`src/rtl/spi_regfile_rx_pkg.sv`:
```
// Shared definitions for the SPI register-file write receiver.
// Holds the default register/CPU widths, the frame length helper
// and the receiver FSM state encoding used by spi_regfile_rx.
`ifndef W_REG
`define W_REG 5
`endif
`ifndef W_CPU
`define W_CPU 32
`endif

package spi_regfile_rx_pkg;

  localparam int W_REG_DEF = `W_REG;
  localparam int W_CPU_DEF = `W_CPU;

  // A frame is one register address followed by one data word, MSB first.
  function automatic int frameLen(input int wAddr, input int wData);
    return wAddr + wData;
  endfunction

  localparam int F_LEN = frameLen(W_REG_DEF, W_CPU_DEF);

  typedef enum logic [1:0] {
    RX_IDLE   = 2'd0,
    RX_SHIFT  = 2'd1,
    RX_COMMIT = 2'd2,
    RX_DRAIN  = 2'd3
  } rxState_e;

endpackage

```
`src/rtl/spi_pin_sync.sv`:
```
// Multi-flop synchronizer for one asynchronous SPI pin.
// Ports:
//   clk    - core clock
//   rst_n  - asynchronous active-low reset, loads RST_VAL into every stage
//   d_i    - asynchronous pin
//   q_o    - pin value synchronized to clk (STAGES cycles of delay)
module spi_pin_sync #(
  parameter int   STAGES  = 2,
  parameter logic RST_VAL = 1'b0
) (
  input  logic clk,
  input  logic rst_n,
  input  logic d_i,
  output logic q_o
);

  logic [STAGES-1:0] sync_q;

  // Reset value matches the pin's idle level so no false edge appears
  // when reset is released.
  always_ff @(posedge clk or negedge rst_n) begin
    if (!rst_n) begin
      sync_q <= {STAGES{RST_VAL}};
    end else begin
      sync_q <= {sync_q[STAGES-2:0], d_i};
    end
  end

  assign q_o = sync_q[STAGES-1];

endmodule

```
`src/rtl/spi_regfile_rx.sv`:
```
// SPI mode-0 slave receiver that turns address+data frames into single
// write requests on the shared register-file write port.
// Ports:
//   clk, rst       - core clock, asynchronous active-low reset
//   sclk/cs_n/mosi - asynchronous SPI pins, oversampled in the clk domain
//   wr_req/wr_gnt  - write handshake toward the register-file arbiter
//   wa/wd          - write address/data, held stable while wr_req=1
//   frame_err      - one-cycle pulse on aborted or over-long frames
//   ovf/clr_ovf    - sticky dropped-frame flag and its synchronous clear
module spi_regfile_rx
  import spi_regfile_rx_pkg::*;
#(
  parameter int W_ADDR      = W_REG_DEF,
  parameter int W_DATA      = W_CPU_DEF,
  parameter int SYNC_STAGES = 2
) (
  input  logic              clk,
  input  logic              rst,
  input  logic              sclk,
  input  logic              cs_n,
  input  logic              mosi,
  output logic              wr_req,
  input  logic              wr_gnt,
  output logic [W_ADDR-1:0] wa,
  output logic [W_DATA-1:0] wd,
  output logic              frame_err,
  output logic              ovf,
  input  logic              clr_ovf
);

  localparam int             FLen  = frameLen(W_ADDR, W_DATA);
  localparam int             CntW  = $clog2(FLen + 1);
  localparam logic [CntW-1:0] FLenC = CntW'(FLen);

  logic sclkSync, csSync, mosiSync;
  logic sclkPrev_q, csPrev_q;
  logic sclkRise, csFall, csRise;

  rxState_e           state_q, state_d;
  logic [CntW-1:0]    cnt_q, cnt_d, cntInc;
  logic [FLen-1:0]    sreg_q, sreg_d;
  logic               extra_q, extra_d;
  logic               frameErr_q, frameErr_d;
  logic               wrReq_q, wrReq_d;
  logic [W_ADDR-1:0]  wa_q, wa_d;
  logic [W_DATA-1:0]  wd_q, wd_d;
  logic               ovf_q, ovf_d;
  logic [W_ADDR-1:0]  commitAddr;
  logic [W_DATA-1:0]  commitData;
  logic               portFree;

  spi_pin_sync #(.STAGES(SYNC_STAGES), .RST_VAL(1'b0)) uSclkSync (
    .clk(clk), .rst_n(rst), .d_i(sclk), .q_o(sclkSync)
  );
  spi_pin_sync #(.STAGES(SYNC_STAGES), .RST_VAL(1'b1)) uCsSync (
    .clk(clk), .rst_n(rst), .d_i(cs_n), .q_o(csSync)
  );
  spi_pin_sync #(.STAGES(SYNC_STAGES), .RST_VAL(1'b1)) uMosiSync (
    .clk(clk), .rst_n(rst), .d_i(mosi), .q_o(mosiSync)
  );

  // Previous synced pin levels for edge detection.
  always_ff @(posedge clk or negedge rst) begin
    if (!rst) begin
      sclkPrev_q <= 1'b0;
      csPrev_q   <= 1'b1;
    end else begin
      sclkPrev_q <= sclkSync;
      csPrev_q   <= csSync;
    end
  end

  assign sclkRise   = sclkSync & ~sclkPrev_q;
  assign csFall     = ~csSync & csPrev_q;
  assign csRise     = csSync & ~csPrev_q;
  assign cntInc     = cnt_q + CntW'(1);
  assign commitAddr = sreg_q[FLen-1 -: W_ADDR];
  assign commitData = sreg_q[W_DATA-1:0];
  // A grant in this cycle retires the outstanding write, so a new one may load.
  assign portFree   = ~wrReq_q | wr_gnt;

  always_ff @(posedge clk or negedge rst) begin
    if (!rst) begin
      state_q    <= RX_IDLE;
      cnt_q      <= '0;
      sreg_q     <= '0;
      extra_q    <= 1'b0;
      frameErr_q <= 1'b0;
      wrReq_q    <= 1'b0;
      wa_q       <= '0;
      wd_q       <= '0;
      ovf_q      <= 1'b0;
    end else begin
      state_q    <= state_d;
      cnt_q      <= cnt_d;
      sreg_q     <= sreg_d;
      extra_q    <= extra_d;
      frameErr_q <= frameErr_d;
      wrReq_q    <= wrReq_d;
      wa_q       <= wa_d;
      wd_q       <= wd_d;
      ovf_q      <= ovf_d;
    end
  end

  // Next-state logic. The handshake retire and the ovf clear are applied
  // before the FSM case so that a commit in the same cycle overrides them.
  always_comb begin
    state_d    = state_q;
    cnt_d      = cnt_q;
    sreg_d     = sreg_q;
    extra_d    = extra_q;
    frameErr_d = 1'b0;
    wrReq_d    = wrReq_q;
    wa_d       = wa_q;
    wd_d       = wd_q;
    ovf_d      = ovf_q;

    if (wrReq_q && wr_gnt) begin
      wrReq_d = 1'b0;
    end
    if (clr_ovf) begin
      ovf_d = 1'b0;
    end

    case (state_q)
      RX_IDLE: begin
        if (csFall) begin
          state_d = RX_SHIFT;
          cnt_d   = '0;
        end
      end
      RX_SHIFT: begin
        if (csRise) begin
          frameErr_d = 1'b1;
          state_d    = RX_IDLE;
        end else if (sclkRise) begin
          sreg_d = {sreg_q[FLen-2:0], mosiSync};
          cnt_d  = cntInc;
          if (cntInc == FLenC) begin
            state_d = RX_COMMIT;
          end
        end
      end
      RX_COMMIT: begin
        // Register 0 is hardwired to zero, so such frames are silently dropped.
        if (commitAddr != '0) begin
          if (portFree) begin
            wrReq_d = 1'b1;
            wa_d    = commitAddr;
            wd_d    = commitData;
          end else begin
            ovf_d = 1'b1;
          end
        end
        extra_d = 1'b0;
        state_d = csRise ? RX_IDLE : RX_DRAIN;
      end
      RX_DRAIN: begin
        if (csRise) begin
          state_d = RX_IDLE;
        end else if (sclkRise && !extra_q) begin
          frameErr_d = 1'b1;
          extra_d    = 1'b1;
        end
      end
      default: begin
        state_d = RX_IDLE;
      end
    endcase
  end

  assign wr_req    = wrReq_q;
  assign wa        = wa_q;
  assign wd        = wd_q;
  assign frame_err = frameErr_q;
  assign ovf       = ovf_q;

endmodule

```
`config.mk`:
```
export PLATFORM = sky130hd
export DESIGN_NAME = spi_regfile_rx
export DESIGN_NICKNAME = d
export VERILOG_FILES = /design/src/rtl/spi_regfile_rx_pkg.sv /design/src/rtl/spi_pin_sync.sv /design/src/rtl/spi_regfile_rx.sv
export SDC_FILE = /design/constraint.sdc
export NUM_CORES = 1
export LEC_CHECK = 0
export ABC_AREA = 0
export CORE_ASPECT_RATIO = 0.9
export CORE_MARGIN = 4
export CORE_UTILIZATION = 45
export CTS_CLUSTER_DIAMETER = 100
export DETAILED_ROUTE_END_ITERATION = 12
export GPL_ROUTABILITY_DRIVEN = 0
export GPL_TIMING_DRIVEN = 0
export PLACE_DENSITY = 0.68
export SLEW_MARGIN = 10
export SYNTH_ARGS = -nofsm -noshare
export SYNTH_HDL_FRONTEND = slang
export SYNTH_SLANG_ARGS = --single-unit
```
`constraint.sdc`:
```
create_clock -name clk -period 3.2 [get_ports clk]
set_input_delay 0.8 -clock clk [delete_from_list [all_inputs] [get_ports clk]]
set_output_delay 0.8 -clock clk [all_outputs]
set_load 0.03 [all_outputs]
```
* After elaboration in Yosys (flattened, before gate mapping) *
Index checks and enable logic that the tools add are counted.

cells by class
  add/subtract/negate cells = 1
  $mul = 0
  div/mod/pow operators = 0
  $lt $le $gt $ge = 0
  eq/ne operators = 12
  shift operators = 0
  mux-type cells = 26
  bitwise gates (word level) = 9
  reductions and logical operators = 12

operator list
  cell                 number
  $mux 6               3
  $mux 1               13
  $mux 2               6
  $ne 2x2->1 const B   6
  $pmux 6 s2           1
  $reduce_and 3->1     3
  $pmux 2 s4           1
  $reduce_and 4->1     2
  $add 6x1->6 const B  1
  $eq 6x6->1 const B   1
  $ne 3x3->1 const B   2
  $not 1->1            5
  $reduce_bool 5->1    1
  $eq 2x2->1 const B   2
  $pmux 1 s2           2
  $reduce_bool 2->1    2
  $and 1x1->1          3
  $eq 2x1->1 const B   1
  $logic_and 1x1->1    2
  $logic_not 2->1      1
  $logic_not 1->1      1
  $or 1x1->1           1

storage, ports and cells
  register bits after elaboration = 94
  bits in latches = 0
  RAM bits = 0
  bits in read-only memories = 0
  word-level logic and storage cells = 74
  memories = 0

* Logic depth before layout (Yosys ltp) *
Gate-level depths: netlist (run 1).

  depth after elaboration = 6
  mapped depth = 6

* Hierarchy *
From an unflattened synthesis (run 1), not the netlist that was laid out.

second synthesis, totals
  cells, all modules = 230
  area total of the unflattened synthesis = 3782.4 sq um

by module, submodules not included
  module                      times used  cells each  area each (sq um)  seq. area each (sq um)
  spi_regfile_rx              1           224         3627.2             2203.4
  spi_pin_sync (uCsSync ...)  2           2           52.6               52.6
  spi_pin_sync (uSclkSync)    1           2           50.0               50.0

* Worst setup path before layout (run 1) *
No wires, ideal clock.

  path kind = input-to-reg
  start point = in wr_gnt
  end point = reg wa_q[4], in the netlist wa[4]
  data arrival time = 1.755 ns
  required time = 3.075 ns
  path slack = 1.320 ns
  stages on the path = 5
  cell sequence = or2b_2 nand2b_4 buf_12 buf_12 mux2_4

on the way
  word-level cells in the longest chain between the ends = 2

RTL lines
  element                            line                   source
  from (decl)                        spi_regfile_rx.sv:23   input logic wr_gnt,
  $or 1x1->1                         spi_regfile_rx.sv:80   assign portFree = ~wrReq_q | wr_gnt;
  $reduce_and 3->1 (no source line)  --
  to (signal assigned)               spi_regfile_rx.sv:100  wa_q <= wa_d;
  to (decl)                          spi_regfile_rx.sv:45   logic [W_ADDR-1:0] wa_q, wa_d;

Every way passes these cells.
A chain may end at the register's enable or synchronous reset.

* Worst setup path in the final report (run 1) *
  start point = reg wd_q[18], in the netlist wd[18]
  end point = out wd[18]

RTL lines
  element                 line                   source
  from (decl)             spi_regfile_rx.sv:46   logic [W_DATA-1:0] wd_q, wd_d;
  from (signal assigned)  spi_regfile_rx.sv:101  wd_q <= wd_d;
  to (decl)               spi_regfile_rx.sv:25   output logic [W_DATA-1:0] wd,

No word-level cell between the ends.

==> results of run 1 <==
==> sequential cells by signal, indices dropped and copies added, names as in the netlist <==
name              cells
uMosiSync.sync_q      2
state_q               2
frame_err             1
sclkPrev_q            1
uSclkSync.sync_q      2
csPrev_q              1
ovf                   1
wd                   32
sreg_q               37
extra_q               1
uCsSync.sync_q        2
wa                    5
wr_req                1
cnt_q                 6
==> area by class of cell <==
| cell class | instances | area [um^2] | area share, % |
|---|---|---|---|
| plain buffers | 9 | 105 | 2.29 |
| clock buffers | 11 | 131 | 2.86 |
| clock inverters | 5 | 81.3 | 1.77 |
| inverters | 5 | 18.8 | 0.409 |
| multi-input cells | 120 | 1290 | 28.2 |
| flip-flops and latches | 94 | 2360 | 51.4 |
| well taps | 99 | 124 | 2.70 |
| repair buffers | 47 | 478 | 10.4 |
==> cell usage in the layout (no fill, tap or decap), drive strengths merged, types with 2 or more instances in the layout <==
master | Yosys | routed
nand2b | 3 | 3
xnor2 | 2 | 2
nand3 | 3 | 3
mux2 | 75 | 75
a22o | 3 | 3
bufinv | 0 | 2
o21ai | 3 | 3
clkbuf | 0 | 11
nor2 | 2 | 2
dfstp | 5 | 5
mux2i | 2 | 2
buf | 9 | 11
nor2b | 2 | 2
a21oi | 2 | 2
inv | 5 | 6
dfrtp | 89 | 89
nand2 | 3 | 3
ha | 2 | 2
clkdlybuf4s50 | 0 | 45
and4b | 2 | 2
==> layer usage <==
metal | vias to the layer above | track usage, % | share of wire, %
li1 | 921 | - | -
met1 | 994 | 16.7 | 48
met2 | 35 | 19.5 | 46
met3 | 4 | 4.24 | 4.3
met4 | 0 | 4.65 | 1.2
met5 | - | 0 | 0
==> final timing paths <==
kind / startpoint / cells after the start / slack, ns / to
max in group asynchronous: rst / 2 / 2.00 / uCsSync.sync_q[1]
min in group asynchronous: rst / 1 / 0.48 / wd[11]
hold reg to reg: uSclkSync.sync_q[0] / 0 / 0.36 / uSclkSync.sync_q[1]
setup / recovery: wd[18] / 1 / 1.00 / wd[18]
setup reg to reg: sreg_q[32] / 6 / 1.20 / wd[13]
hold / removal: uSclkSync.sync_q[0] / 0 / 0.36 / uSclkSync.sync_q[1]
==> power by group <==
group          internal, mW  switching (mW)
registers              1.25          0.0450
logic                0.0713          0.0617
clock network         0.443           0.390
total                  1.76           0.497
==> through the flow <==
| step | power (mW) | std cells |
|---|---|---|
| after floorplan | 1.39 | 228 |
| after global placement | 1.44 | 373 |
| after detailed placement | 1.45 | 374 |
| after CTS | 2.29 | 390 |
| after global routing | 2.36 | 390 |
| final | 2.26 | 390 |
==> kinds of logic after synthesis <==
family	count (synthesis)	share of synthesized area (%)
AOI/OAI and AO/OA	14	2.62
xor gates and xnor gates	3	0.696
adders and majority gates	2	0.663
buffers and inverters	14	3.28
DFF	94	62.5
muxes	77	25.9
and+or+nand+nor	24	4.41
==> flow_summary.toml, run 1 <==
[final_layout]
fill_cells = 666
drive_gt1_share_pct = 37.5
insertedDiodeCount = 0
final_area_mm2 = 0.00459
final_util_pct = 56.6
area.growth.synth_to_final_pct = 21.6
nets = 295

[setup_path]
start_kind = "flip-flop"
critPathMaxStageDelay_ns = 0.68
cp_top_family = "buffers and inverters"
cp_slowest_cell = "clkdlybuf4s50_1"
critPathCaptureType = "output port"
critPathRequiredTime_ns = 2.40
crit_chain = "clkdlybuf4s50_1"
crit_path_max_fanout = 2
crit_type = "flip-flop to output port"
critPathArrivalTime_ns = 1.40
cp_num_buf_inv = 1

[power]
cellLeakagePower_nw = 2.28
p_per_area_mw_per_mm2 = 492
ir_drop_uv = 256

[logic_synthesis]
synthMostInstantiatedCell = "dfrtp_1"
syn-num-nets = 237
yosys-top-cells-count = "dfrtp_1, mux2_2, mux2_4"
ys.flop_type = "dfrtp_1"
synth_seq_area_share_pct = 62.5
yosysTopAreaCell = "dfrtp_1"
synthTopCellsByArea = "dfrtp_1, mux2_2, mux2_4"
synthArstFlopShare_pct = 100
synth_edf_count = 0
ys_warn_count = 0
yosys_register_bits = 94
synth_top_area_share_pct = 59.0
synthCells = 228
synth_area_mm2 = 0.00378
ys_types = 37
synth_area_per_cell_um2 = 16.6

[die]
fp.dieArea_mm2 = 0.00992
boundaryPins = 47
num_rows = 31
coreArea_mm2 = 0.00811
die_w_um = 105
die_y_um = 94.9
start_util_pct = 46.6

[sta]
finalSetupViolCount = 0
setup_tns_ns = 0
slew_viol_final = 0
layout_worst_path_cycle_share_pct = 68.7
min_period_ns = 2.20
setup_ws_ns = 1.00
slew_headroom_pct = 43.9
fmax_mhz = 455
finalHoldViolCount = 0
rsz0062_at_grt = "no"
fin_hold_ws_ns = 0.359
finalClockSkew_ns = 0.00974
tightest_slew_ns = 0.834

[placed_design]
dp_hpwl_um = 3980
portBuffers = 46
dpl_cell_area_mm2 = 0.00438
dp_slack_ns = 0.831

[outcome]
status = "finished, final reports clean"

[cts]
cts_tree = "built"
htree_num_levels = 3
clock_sinks = 94
clockBufferDepth = 2
clock_latency_ns = 0.34
cts_hold_buffers = 0
cts-buffers-inserted = 9
post_cts_buffers = 0
cts_resized = 0
cts-root-buf = "clkbuf_8"
clk_pin_slew_ns = 0.08

[routing]
vias = 1954
drt_iter0_markers = 44
routed_via_density = 5.01
dr.pass1.iters = 4
wire_per_inst_um = 15.1
final_antenna_net_count = 0
drt-total-wl_um = 5900
drc_errors = 0

[run]
maxCapViolCount = 0

[global_route]
grt_max_degree = 55
grt_pass1_vias = 1995
track_usage_pct = 12.6
gr-total-overflow = 0
antenna_found_initial = 0
grt_pass1_wl_um = 9850

[min_path]
hp-class = "flip-flop to flip-flop"
No activity file was read; power rests on OpenSTA's default activity.
==> run 2, diff against run 1 <==
==> constraint.sdc (replaced) <==
create_clock -name clk -period 2.2 [get_ports clk]
set_input_delay 0.55 -clock clk [delete_from_list [all_inputs] [get_ports clk]]
set_output_delay 0.55 -clock clk [all_outputs]
set_load 0.03 [all_outputs]
==> results of run 2 <==
The final DEF is identical to that of run 1. Status: finished, final reports clean.
Among the figures that moved: setup slack after placement 0.831 ns -> 0.0806 ns; clock-pin slew on the worst setup and hold paths 0.08 ns -> 0.09 ns; setup slack after layout 1.00 ns -> 0.199 ns; hold slack 0.359 ns -> 0.233 ns; start point of the critical path wd[18] -> sreg_q[32]; end point of the critical path wd[18] -> wd[13]; register-to-register setup slack 1.20 ns -> 0.20 ns; total power 2.26 mW -> 3.29 mW; worst IR drop on VDD 256 uV -> 372 uV
